### config.mk
export PLATFORM = sky130hd
export DESIGN_NAME = fmac_saddr_insert
export DESIGN_NICKNAME = d
export VERILOG_FILES = /design/src/rtl/fmac_pkg.sv /design/src/rtl/fmac_tx_pipe_reg.sv /design/src/rtl/fmac_saddr_insert.sv
export SDC_FILE = /design/constraint.sdc
export NUM_CORES = 1
export LEC_CHECK = 0
export CAP_MARGIN = 10
export CORE_UTILIZATION = 47
export DETAILED_ROUTE_END_ITERATION = 8
export PLACE_DENSITY = 0.86
export SLEW_MARGIN = 10
export SYNTH_ARGS = -nofsm -noshare
export SYNTH_HDL_FRONTEND = slang
export SYNTH_SLANG_ARGS = --single-unit
### constraint.sdc
create_clock -name clk -period 2.68 [get_ports clk]
set_input_delay 0.804 -clock clk [delete_from_list [all_inputs] [get_ports clk]]
set_output_delay 0.804 -clock clk [all_outputs]
set_load 0.01 [all_outputs]
### src/rtl/fmac_pkg.sv
// Shared TX-path definitions for the LeWiz MAC core.
// Beat layout, byte-lane anchors and SA inserter state encodings.
package fmac_pkg;

   localparam int FMAC_DW   = 64;
   localparam int FMAC_MODW = 3;
   localparam int FMAC_ERRW = 2;

   localparam int SA_W0_LSB = 0;
   localparam int SA_W1_MSB = 63;

   typedef enum logic [2:0] {
      SA_IDLE = 3'b001,
      SA_HDR1 = 3'b010,
      SA_BODY = 3'b100
   } sa_state_e;

   typedef struct packed {
      logic [FMAC_DW-1:0]   data;
      logic                 sop;
      logic                 eop;
      logic [FMAC_MODW-1:0] mod;
   } tx_beat_t;

   function automatic logic [15:0] sat_inc16(input logic [15:0] v);
      return (v == 16'hFFFF) ? v : v + 16'd1;
   endfunction

endpackage

### src/rtl/fmac_tx_pipe_reg.sv
// Valid/ready output register slice for TX beats.
// Error flags ride along as single-cycle pulses tied to the loaded beat.
module fmac_tx_pipe_reg
   import fmac_pkg::*;
#(
   parameter int ERRW = FMAC_ERRW
)
(
   input  logic            clk,
   input  logic            rst_,
   input  logic            in_vld,
   output logic            in_rdy,
   input  tx_beat_t        in_beat,
   input  logic [ERRW-1:0] in_err,
   output logic            out_vld,
   output tx_beat_t        out_beat,
   output logic [ERRW-1:0] out_err,
   input  logic            out_rdy
);

   logic load;

   assign in_rdy = !out_vld | out_rdy;
   assign load   = in_vld & in_rdy;

   always_ff @(posedge clk or negedge rst_) begin
      if (!rst_) begin
         out_vld  <= 1'b0;
         out_beat <= '0;
         out_err  <= '0;
      end else begin
         // Flags pulse once, even if the beat then stalls
         out_err <= load ? in_err : '0;
         if (load) begin
            out_vld  <= 1'b1;
            out_beat <= in_beat;
         end else if (out_rdy) begin
            out_vld  <= 1'b0;
         end
      end
   end

endmodule

### src/rtl/fmac_saddr_insert.sv
// TX source-address inserter: overwrites wire bytes 6..11
// with the station address captured at each frame's SOP.
module fmac_saddr_insert
   import fmac_pkg::*;
(
   input  logic                 clk,
   input  logic                 rst_,
   input  logic                 saddr_ins_en,
   input  logic [47:0]          cfg_saddr,
   input  logic [FMAC_DW-1:0]   tx_in_data,
   input  logic                 tx_in_vld,
   input  logic                 tx_in_sop,
   input  logic                 tx_in_eop,
   input  logic [FMAC_MODW-1:0] tx_in_mod,
   output logic                 tx_in_rdy,
   output logic [FMAC_DW-1:0]   tx_out_data,
   output logic                 tx_out_vld,
   output logic                 tx_out_sop,
   output logic                 tx_out_eop,
   output logic [FMAC_MODW-1:0] tx_out_mod,
   input  logic                 tx_out_rdy,
   output logic [15:0]          saddr_ins_cnt,
   output logic                 saddr_short_err,
   output logic                 saddr_proto_err
);

   sa_state_e      state;
   logic           ins_act;
   logic [31:0]    saddr_shadow;
   logic           beat_acc;
   logic [FMAC_DW-1:0] data_d;
   logic           short_d;
   logic           proto_d;
   tx_beat_t       in_beat;
   tx_beat_t       out_beat;
   logic [FMAC_ERRW-1:0] out_err;

   assign beat_acc = tx_in_vld & tx_in_rdy;

   always_comb begin
      data_d  = tx_in_data;
      short_d = 1'b0;
      proto_d = 1'b0;
      if (tx_in_sop) begin
         proto_d = (state != SA_IDLE);
         short_d = tx_in_eop;
         if (saddr_ins_en)
            data_d[SA_W0_LSB +: 16] = cfg_saddr[47:32];
      end else begin
         unique case (1'b1)
            state[0]: proto_d = 1'b1;
            state[1]: begin
               // Short EOP here still gets all four bytes
               if (ins_act)
                  data_d[SA_W1_MSB -: 32] = saddr_shadow;
            end
            state[2]: data_d = tx_in_data;
            default:  data_d = tx_in_data;
         endcase
      end
   end

   always_comb begin
      in_beat      = '0;
      in_beat.data = data_d;
      in_beat.sop  = tx_in_sop;
      in_beat.eop  = tx_in_eop;
      in_beat.mod  = tx_in_mod;
   end

   always_ff @(posedge clk or negedge rst_) begin
      if (!rst_) begin
         state         <= SA_IDLE;
         ins_act       <= 1'b0;
         saddr_shadow  <= '0;
         saddr_ins_cnt <= '0;
      end else if (beat_acc) begin
         if (tx_in_sop) begin
            ins_act      <= saddr_ins_en;
            saddr_shadow <= cfg_saddr[31:0];
            if (saddr_ins_en)
               saddr_ins_cnt <= sat_inc16(saddr_ins_cnt);
            state <= tx_in_eop ? SA_IDLE : SA_HDR1;
         end else begin
            unique case (1'b1)
               state[0]: state <= SA_IDLE;
               state[1]: state <= tx_in_eop ? SA_IDLE : SA_BODY;
               state[2]: state <= tx_in_eop ? SA_IDLE : SA_BODY;
               default:  state <= SA_IDLE;
            endcase
         end
      end
   end

   fmac_tx_pipe_reg #(
      .ERRW (FMAC_ERRW)
   ) u_out (
      .clk      (clk),
      .rst_     (rst_),
      .in_vld   (tx_in_vld),
      .in_rdy   (tx_in_rdy),
      .in_beat  (in_beat),
      .in_err   ({short_d, proto_d}),
      .out_vld  (tx_out_vld),
      .out_beat (out_beat),
      .out_err  (out_err),
      .out_rdy  (tx_out_rdy)
   );

   assign tx_out_data     = out_beat.data;
   assign tx_out_sop      = out_beat.sop;
   assign tx_out_eop      = out_beat.eop;
   assign tx_out_mod      = out_beat.mod;
   assign saddr_short_err = out_err[1];
   assign saddr_proto_err = out_err[0];

endmodule

Word-level counts from Yosys, hierarchy flattened
Index checks and enable logic that the tools add are counted.

storage, ports and cells
  flip-flop bits (word level) = 124
  latch bits = 0
  memory bits (writable) = 0
  ROM bits = 0
  input port bits = 122
  word-level logic and storage cells = 36
  memories kept = 0

cells by class
  add/subtract/negate cells = 1
  multiply operators = 0
  divide/modulo/power cells = 0
  $lt $le $gt $ge = 0
  equality and inequality tests = 2
  shift operators = 0
  multiplexer cells = 15
  bitwise operators = 3
  reduce and logical (&&, ||, !) cells = 5

operators with widths
  cell                                            number
  2-to-1 mux 32 bit                               2
  2-to-1 mux 48 bit                               1
  2-to-1 mux 16 bit                               2
  adder 16 x 1 -> 16 bit (second input constant)  1
  equality test 16 bit (second input constant)    1
  2-to-1 mux 3 bit                                3
  2-to-1 mux 1 bit                                5
  2-to-1 mux 2 bit                                2
  AND reduction 4 bit                             1
  != test 3 x 1 -> 1 bit (second input constant)  1
  AND reduction 2 bit                             1
  nonzero test 2 bit                              1
  OR reduction 2 bit                              1
  AND 1 bit                                       1
  logical NOT 1 bit                               1
  inverter 1 bit                                  1
  bitwise OR 1 bit                                1

Longest topological paths before layout
Gate-level depths: netlist of run 1.

  word-level depth = 4
  gate-level depth with buffers = 7
  mapped depth without buffers = 5

Cells and area by module
From an unflattened synthesis of run 1, not the netlist that was laid out.

second synthesis, totals
  cell total of the unflattened synthesis = 370
  area, all modules = 5424.0 µm²

by module, submodules not included
  module             times used  cells an instance  area an instance (µm²)  seq. area each (µm²)
  fmac_saddr_insert  1           217                2716.4                  1302.5
  fmac_tx_pipe_reg   1           153                2707.6                  1801.7

Least setup slack after synthesis of run 1
OpenSTA, ideal clock, no wires.

  path type = input port to flip-flop
  start point = input port tx_out_rdy
  end point = register saddr_ins_cnt[1]
  data arrival time = 1.884 ns
  data required time = 2.555 ns
  setup slack = 0.672 ns
  stages on the path = 5
  buffers on the path = 1
  cell sequence = nand2b_1 > buf_2 > nand4_1 > nor2_1 > mux2_2

on the way
  longest elaborated chain between the ends = 3

ends and longest elaborated chain
  item                                  RTL line                 source
  start, declared                       fmac_saddr_insert.sv:21  input logic tx_out_rdy,
  bitwise OR 1 bit                      fmac_tx_pipe_reg.sv:23   assign in_rdy = !out_vld | out_rdy;
  via tx_in_rdy                         fmac_saddr_insert.sv:15  output logic tx_in_rdy,
  AND 1 bit                             fmac_saddr_insert.sv:38  assign beat_acc = tx_in_vld & tx_in_rdy;
  AND reduction 4 bit (no source line)  --
  end signal, assigned                  fmac_saddr_insert.sv:82  saddr_ins_cnt <= sat_inc16(saddr_ins_cnt);
  end, declared                         fmac_saddr_insert.sv:22  output logic [15:0] saddr_ins_cnt,

The timed path passes the listed nets, and every way through them passes these cells.
A chain may end at the register's enable or synchronous reset.

Worst setup path after layout of run 1
  start point = input port tx_out_rdy
  end point = output port tx_in_rdy

on the way
  longest elaborated chain between the ends = 1

ends and longest elaborated chain
  item              RTL line
  bitwise OR 1 bit  fmac_tx_pipe_reg.sv:23
  end, declared     fmac_saddr_insert.sv:15

Every way passes these cells.

==> flow_metrics.py, run 1 <==
metrics = {
    "outcome": {
        "outcome": "completed",
    },
    "clocking": {
        "cts_hold_buf": 0,
        "clk_path_buf_depth": 2,
        "numClockSinks": 124,
        "cts_htree_levels": 4,
        "clkTransAtPathRegs_ns": 0.06,
        "clock_latency_ns": 0.51,
        "cts_tree": "built",
        "cts_buffers": 17,
        "cts-root-buf": "clkbuf_8",
    },
    "global_route": {
        "grt-ovfl-total": 0,
        "grt_antenna_before_repair": 0,
        "grt_max_degree": 63,
        "grt_usage": 0.240,
        "grt_pass1_vias": 4401,
        "grt_pass1_wl_mm": 21.2,
    },
    "critical_path": {
        "crit_type": "in2out",
        "critPathSlowestCell": "clkdlybuf4s50_1",
        "cp-end-kind": "primary output",
        "start_kind": "input pin",
        "cp_cell_sequence": "clkdlybuf4s50_1 -> nand2b_1 -> dlygate4sd2_1",
        "rr_worst_depth": 6,
        "required_ns": 1.88,
        "worstPathMaxFanout": 2,
        "arrival_ns": 1.65,
        "max_stage_delay_ns": 0.46,
    },
    "synth": {
        "synth_area_leaders": "dfrtp_1 (59%), mux2i_1 (9.2%), nand2_1 (8.6%)",
        "syn-num-nets": 591,
        "synth-edff-count": 0,
        "yosys_warnings": 0,
        "postSynthCellCount": 468,
        "ys_seq_elements": 124,
        "synth.most_common_cell": "dfrtp_1",
        "yosys.area.top_type": "dfrtp_1",
        "ys_seq_area_frac": 0.595,
        "yosys-top-cells-count": "dfrtp_1 (123), nand2_1 (120), o21ai_0 (51), mux2i_1 (48), mux2_2 (33)",
        "syn_area_mm2": 0.00522,
        "async_flop_share": 1.00,
        "syn_avg_cell_area_um2": 11.2,
        "synth_cell_types": 29,
        "synth_flop_cell": "dfrtp_1",
        "synth_top_area_share": 0.590,
    },
    "drt": {
        "num_vias": 4294,
        "firstDrtPassIters": 5,
        "drcViolationCount": 0,
        "avgViaCountPerCell": 5.12,
        "wl_mm": 13.6,
        "ant_nets": 0,
        "wl_per_cell_um": 16.2,
        "initialDrtViolationCount": 147,
    },
    "placed_design": {
        "postPlaceCellArea_mm2": 0.00755,
        "port-buffer-count": 210,
        "hpwl_mm": 9.82,
        "gp_congestion": 0.894,
    },
    "finish": {
        "fin_area_mm2": 0.00811,
        "antenna_cells": 0,
        "fin_util": 0.748,
        "layout-drive-gt1-share": 0.120,
        "area.growth.synth_to_final_pct": 55.3,
        "final_nets": 809,
    },
    "floorplanning": {
        "dieHeight_um": 107,
        "die_x_um": 107,
        "row_count": 38,
        "ioPinCount": 211,
        "start_util": 0.482,
        "dieArea_mm2": 0.0115,
        "core_mm2": 0.0108,
    },
    "timing": {
        "relSlewSlack": 0.667,
        "fin_setup_tns_ns": 0,
        "rsz0062_at_grt": "no",
        "setup_viol": 0,
        "hold_viol": 0,
        "post-route-min-period_ns": 2.45,
        "min_period_over_period": 0.916,
        "max_freq_ghz": 0.407,
        "fin_skew_ns": 0.00997,
        "drv_slew": 0,
        "worst_slew_pin_slew_ns": 0.500,
    },
    "worst_hold_path": {
        "min-delay-path-class": "in2async",
    },
    "power": {
        "powerDensity_mw_per_mm2": 690,
        "leakagePower_nw": 3.86,
        "irDropWorstVdd_mv": 0.513,
    },
    "run": {
        "max_cap_viol_count": 0,
    },
}
-- critical path: cells and delay by family --
kind	cells	cell delay, ns
simple gates	1	0.12
buf+inv	2	0.73
-- sequential cells by signal, summed over array words and instances (netlist names) --
name,flops
ins_act,1
u_out.out_beat,69
u_out.out_vld,1
saddr_shadow,32
state,3
saddr_ins_cnt,16
u_out.out_err,2
-- per-layer routing --
metal	track usage	wire (µm)	up-vias
met5	0	0	-
met4	0.113	325	0
met3	0.0575	915	23
met2	0.433	7080	161
met1	0.265	5260	2076
li1	-	-	2034
-- worst paths after layout --
check	startpoint	end	slack, ns
min in group clk	state[0]$_DFFE_PN1P_	state[0]$_DFFE_PN1P_	0.46
hold reg to reg	state[0]$_DFFE_PN1P_	state[0]$_DFFE_PN1P_	0.46
setup / recovery	tx_out_rdy	tx_in_rdy	0.23
hold / removal	rst_	saddr_ins_cnt[5]$_DFFE_PN0P_	0.26
max in group asynchronous	rst_	state[0]$_DFFE_PN1P_	1.73
setup reg to reg	saddr_ins_cnt[0]$_DFFE_PN0P_	saddr_ins_cnt[1]$_DFFE_PN0P_	0.88
-- timing repair --
item	4_1_cts	5_1_grt
setup buffers	0	0
resized for setup	1	0
setup endpoints to repair	1	0
-- per-stage QoR --
step / total power [W] / hold WS [ns] / instances / setup WS [ns]
finish: 0.00559 / 0.257 / 839 / 0.225
global route: 0.00586 / 0.286 / 839 / 0.183
CTS: 0.00565 / 0.258 / 839 / 0.220
detailed placement: 0.00351 / 0.454 / 807 / -0.0432
global placement: 0.00345 / 0.448 / 807 / -0.0292
floorplan: 0.00278 / 0.442 / 468 / 0.672
-- logic make-up after synthesis --
group,count (synthesis),synth area share
adders and majority gates,1,0.00240
muxes,81,0.163
AOI/OAI and AO/OA,52,0.0499
buffers and inverters,29,0.0276
and+or+nand+nor,166,0.137
DFF,124,0.595
xor gates and xnor gates,15,0.0252
-- layout make-up --
type / count / area, µm²
clock buffer: 21 / 439
clock inverter: 11 / 120
fill: 765 / 2730
inverter: 2 / 7.51
multi-input combinational: 315 / 1980
sequential: 124 / 3100
tap: 140 / 175
timing repair buffer: 226 / 2280
-- placed cells by master (no fill, tap or decap), types with 2 or more instances in the layout --
master,netlist,routed
nand2b_1,2,2
nor2_1,7,7
inv_1,2,2
mux2i_1,48,48
clkbuf_8,0,2
clkinvlp_4,0,3
buf_12,0,5
nand2_1,120,119
clkbuf_16,0,16
nand3_1,5,5
dfrtp_1,123,123
buf_4,4,12
clkinv_2,0,4
clkdlybuf4s50_1,0,208
clkbuf_1,7,3
nor3_1,9,9
xor2_1,14,14
mux2_2,33,33
nand4_1,6,6
bufinv_16,0,2
o21ai_0,51,51
clkinv_4,0,2
nor4_1,8,8
-- power breakdown --
group          internal, W  switching [W]  total [W]  leakage [nW]
sequential         0.00216       0.000178    0.00234          1.52
clock              0.00134       0.000787    0.00213         0.268
combinational     0.000677       0.000452    0.00113          2.07
total              0.00418        0.00142    0.00559          3.86
Note: power is estimated with default switching activity, not from simulation.
==> inputs of run 2 (changes only) <==
- CORE_MARGIN: not set -> 2
- CORE_UTILIZATION: 47 -> 48
- CTS_BUF_LIST: not set -> sky130_fd_sc_hd__clkbuf_4 sky130_fd_sc_hd__clkbuf_8
- PLACE_DENSITY: 0.86 -> 0.88
==> run 2 against run 1 <==
Worst setup slack gained 0.014 ns. Combinational power is essentially flat. First-iteration DRC count grew 21%. Critical path depth is the same. Global-route usage shrank 1.1 points. Design area shrank 1.9%. Sequential share of layout area grew 0.73 points. Sequential cell count is the same. Power shrank 10%. Sequential power is essentially flat. Utilization shrank 0.76 points. Critical path type unchanged. Critical endpoint unchanged. Highest routed layer unchanged.
==> flow_metrics.py, run 2 (synthesized netlist as in run 1, its figures left out) <==
metrics = {
    "finish": {
        "mostFrequentLayoutCells": "clkdlybuf4s50_1 (208), dfrtp_1 (123), nand2_1 (119)",
        "final_common_cell": "clkdlybuf4s50_1",
        "fill_cells": 753,
        "reg_top3": "u_out.out_beat x69, saddr_shadow x32, saddr_ins_cnt x16",
        "largest_register_ffs": 69,
        "antenna_cells": 0,
        "final_cells": 839,
        "multi_input_area_mm2": 0.00198,
        "final_nets": 809,
        "layout-drive-gt1-share": 0.124,
        "regMostFlops": "u_out.out_beat",
        "seqCellArea_mm2": 0.00310,
        "area.growth.synth_to_final_pct": 52.4,
    },
    "floorplanning": {
        "core_mm2": 0.0107,
        "dieArea_mm2": 0.0117,
        "dieHeight_um": 108,
        "row_count": 38,
        "ioPinCount": 211,
        "die_x_um": 108,
        "start_util": 0.486,
    },
    "run": {
        "max_cap_viol_count": 0,
    },
    "clocking": {
        "cts_tree": "built",
        "cts_buffers": 17,
        "clkTransAtPathRegs_ns": 0.08,
        "cts.repair.resized": 1,
        "numClockSinks": 124,
        "cts_htree_levels": 4,
        "clk_path_buf_depth": 2,
        "post_cts.repair.setup_buffers": 0,
        "clock_latency_ns": 0.42,
        "cts-root-buf": "clkbuf_8",
        "cts_hold_buf": 0,
    },
    "timing": {
        "post-route-min-period_ns": 2.44,
        "drv_slew": 0,
        "min_period_over_period": 0.911,
        "max_freq_ghz": 0.410,
        "worst_slew_pin_slew_ns": 0.503,
        "relSlewSlack": 0.665,
        "fin_skew_ns": 0.0112,
        "setup_viol": 0,
        "rsz0062_at_grt": "no",
        "hold_viol": 0,
    },
    "power": {
        "powerDensity_mw_per_mm2": 630,
        "leakagePower_nw": 3.78,
        "irDropWorstVdd_mv": 0.415,
        "power.total_w": 0.00501,
    },
    "critical_path": {
        "cp_top_family": "buffers and inverters",
        "crit_type": "in2out",
        "cp_cell_sequence": "clkdlybuf4s50_1 -> nand2b_1 -> dlygate4sd2_1",
        "max_stage_delay_ns": 0.45,
        "critPathBufInv": 2,
        "critPathSlowestCell": "clkdlybuf4s50_1",
        "start_kind": "input pin",
        "reg2reg_setup_slack_ns": 0.86,
        "cp-end-kind": "primary output",
        "required_ns": 1.88,
        "worstPathMaxFanout": 2,
        "arrival_ns": 1.64,
    },
    "global_route": {
        "grt-ovfl-total": 0,
        "grt_usage": 0.229,
        "grt_pass1_vias": 4326,
        "grt-busiest-layer": "met2",
        "grt_antenna_before_repair": 0,
        "met2_usage": 0.390,
        "met1_usage": 0.266,
        "grt_pass1_wl_mm": 20.6,
        "grt_max_degree": 40,
        "grtUsageMet3": 0.0766,
    },
    "worst_hold_path": {
        "min-delay-path-class": "in2async",
    },
    "placed_design": {
        "port-buffer-count": 210,
        "numPlacedInstances": 807,
        "gp_congestion": 0.851,
        "hpwl_mm": 9.74,
    },
    "drt": {
        "avgViaCountPerCell": 5.13,
        "initialDrtViolationCount": 178,
        "drcViolationCount": 0,
        "wl_per_cell_um": 15.8,
        "firstDrtPassIters": 5,
        "wl_mm": 13.3,
        "ant_nets": 0,
        "num_vias": 4305,
    },
    "outcome": {
        "outcome": "completed",
    },
}
## run 2: changes by cell type in the layout (fill, tap and decap cells not counted)
cell	change
clkinv_4	-1
clkinvlp_4	+2
clkbuf_16	-16
clkinv_2	-1
clkbuf_4	+2
clkbuf_1	-3
buf_12	+2
buf_4	-2
clkbuf_8	+18
bufinv_16	-1
## run 2: final timing paths
path / start / end / cells after the start
worst min register to register: state[0]$_DFFE_PN1P_ / state[0]$_DFFE_PN1P_ / 2
max in group asynchronous: rst_ / u_out.out_beat[39]$_DFFE_PN0P_ / 2
worst max-delay path: tx_out_rdy / tx_in_rdy / 3
worst max register to register: saddr_ins_cnt[0]$_DFFE_PN0P_ / saddr_ins_cnt[1]$_DFFE_PN0P_ / 6
worst min-delay path: rst_ / saddr_ins_cnt[5]$_DFFE_PN0P_ / 1
min in group clk: state[0]$_DFFE_PN1P_ / state[0]$_DFFE_PN1P_ / 2
## run 2: metrics by stage
| stage | setup TNS, ns | hold WS (ns) | util | instance area (µm²) | worst slack, ns |
|---|---|---|---|---|---|
| after global routing | 0 | 0.359 | 0.740 | 7950 | 0.194 |
| after detailed placement | -0.0325 | 0.458 | 0.705 | 7570 | -0.0325 |
| after global placement | -0.0294 | 0.450 | 0.705 | 7570 | -0.0294 |
| after floorplan | 0 | 0.442 | - | 5220 | 0.672 |
| final | 0 | 0.351 | 0.740 | 7950 | 0.240 |
| after CTS | 0 | 0.335 | 0.740 | 7950 | 0.237 |
## run 2: area by class of cell
cell class / instances / area share
inverters: 2 / 0.000944
multi-input cells: 315 / 0.249
clock buffers: 22 / 0.0365
repair buffers: 226 / 0.290
well taps: 140 / 0.0220
clock inverters: 10 / 0.0115
flip-flops and latches: 124 / 0.390
## run 2: worst reg2reg max path, delay by kind of cell, from the launching register on
family	cells	cell delay, ns
flip-flops	1	0.42
buffers and inverters	1	0.22
AND/OR/NAND/NOR	3	0.61
adder cells (fa/ha/maj)	1	0.20
multiplexers	1	0.27
## run 2: metal layers
layer | share of wire | vias up
met1 | 0.39 | 2093
met2 | 0.50 | 159
met5 | 0 | -
met4 | 0.027 | 0
met3 | 0.076 | 32
li1 | - | 2021
## run 2: where the power goes
group / internal (W) / switching [W] / total [W]
Clock: 0.000823 / 0.000717 / 0.00154
Combinational: 0.000681 / 0.000453 / 0.00113
Sequential: 0.00216 / 0.000181 / 0.00234
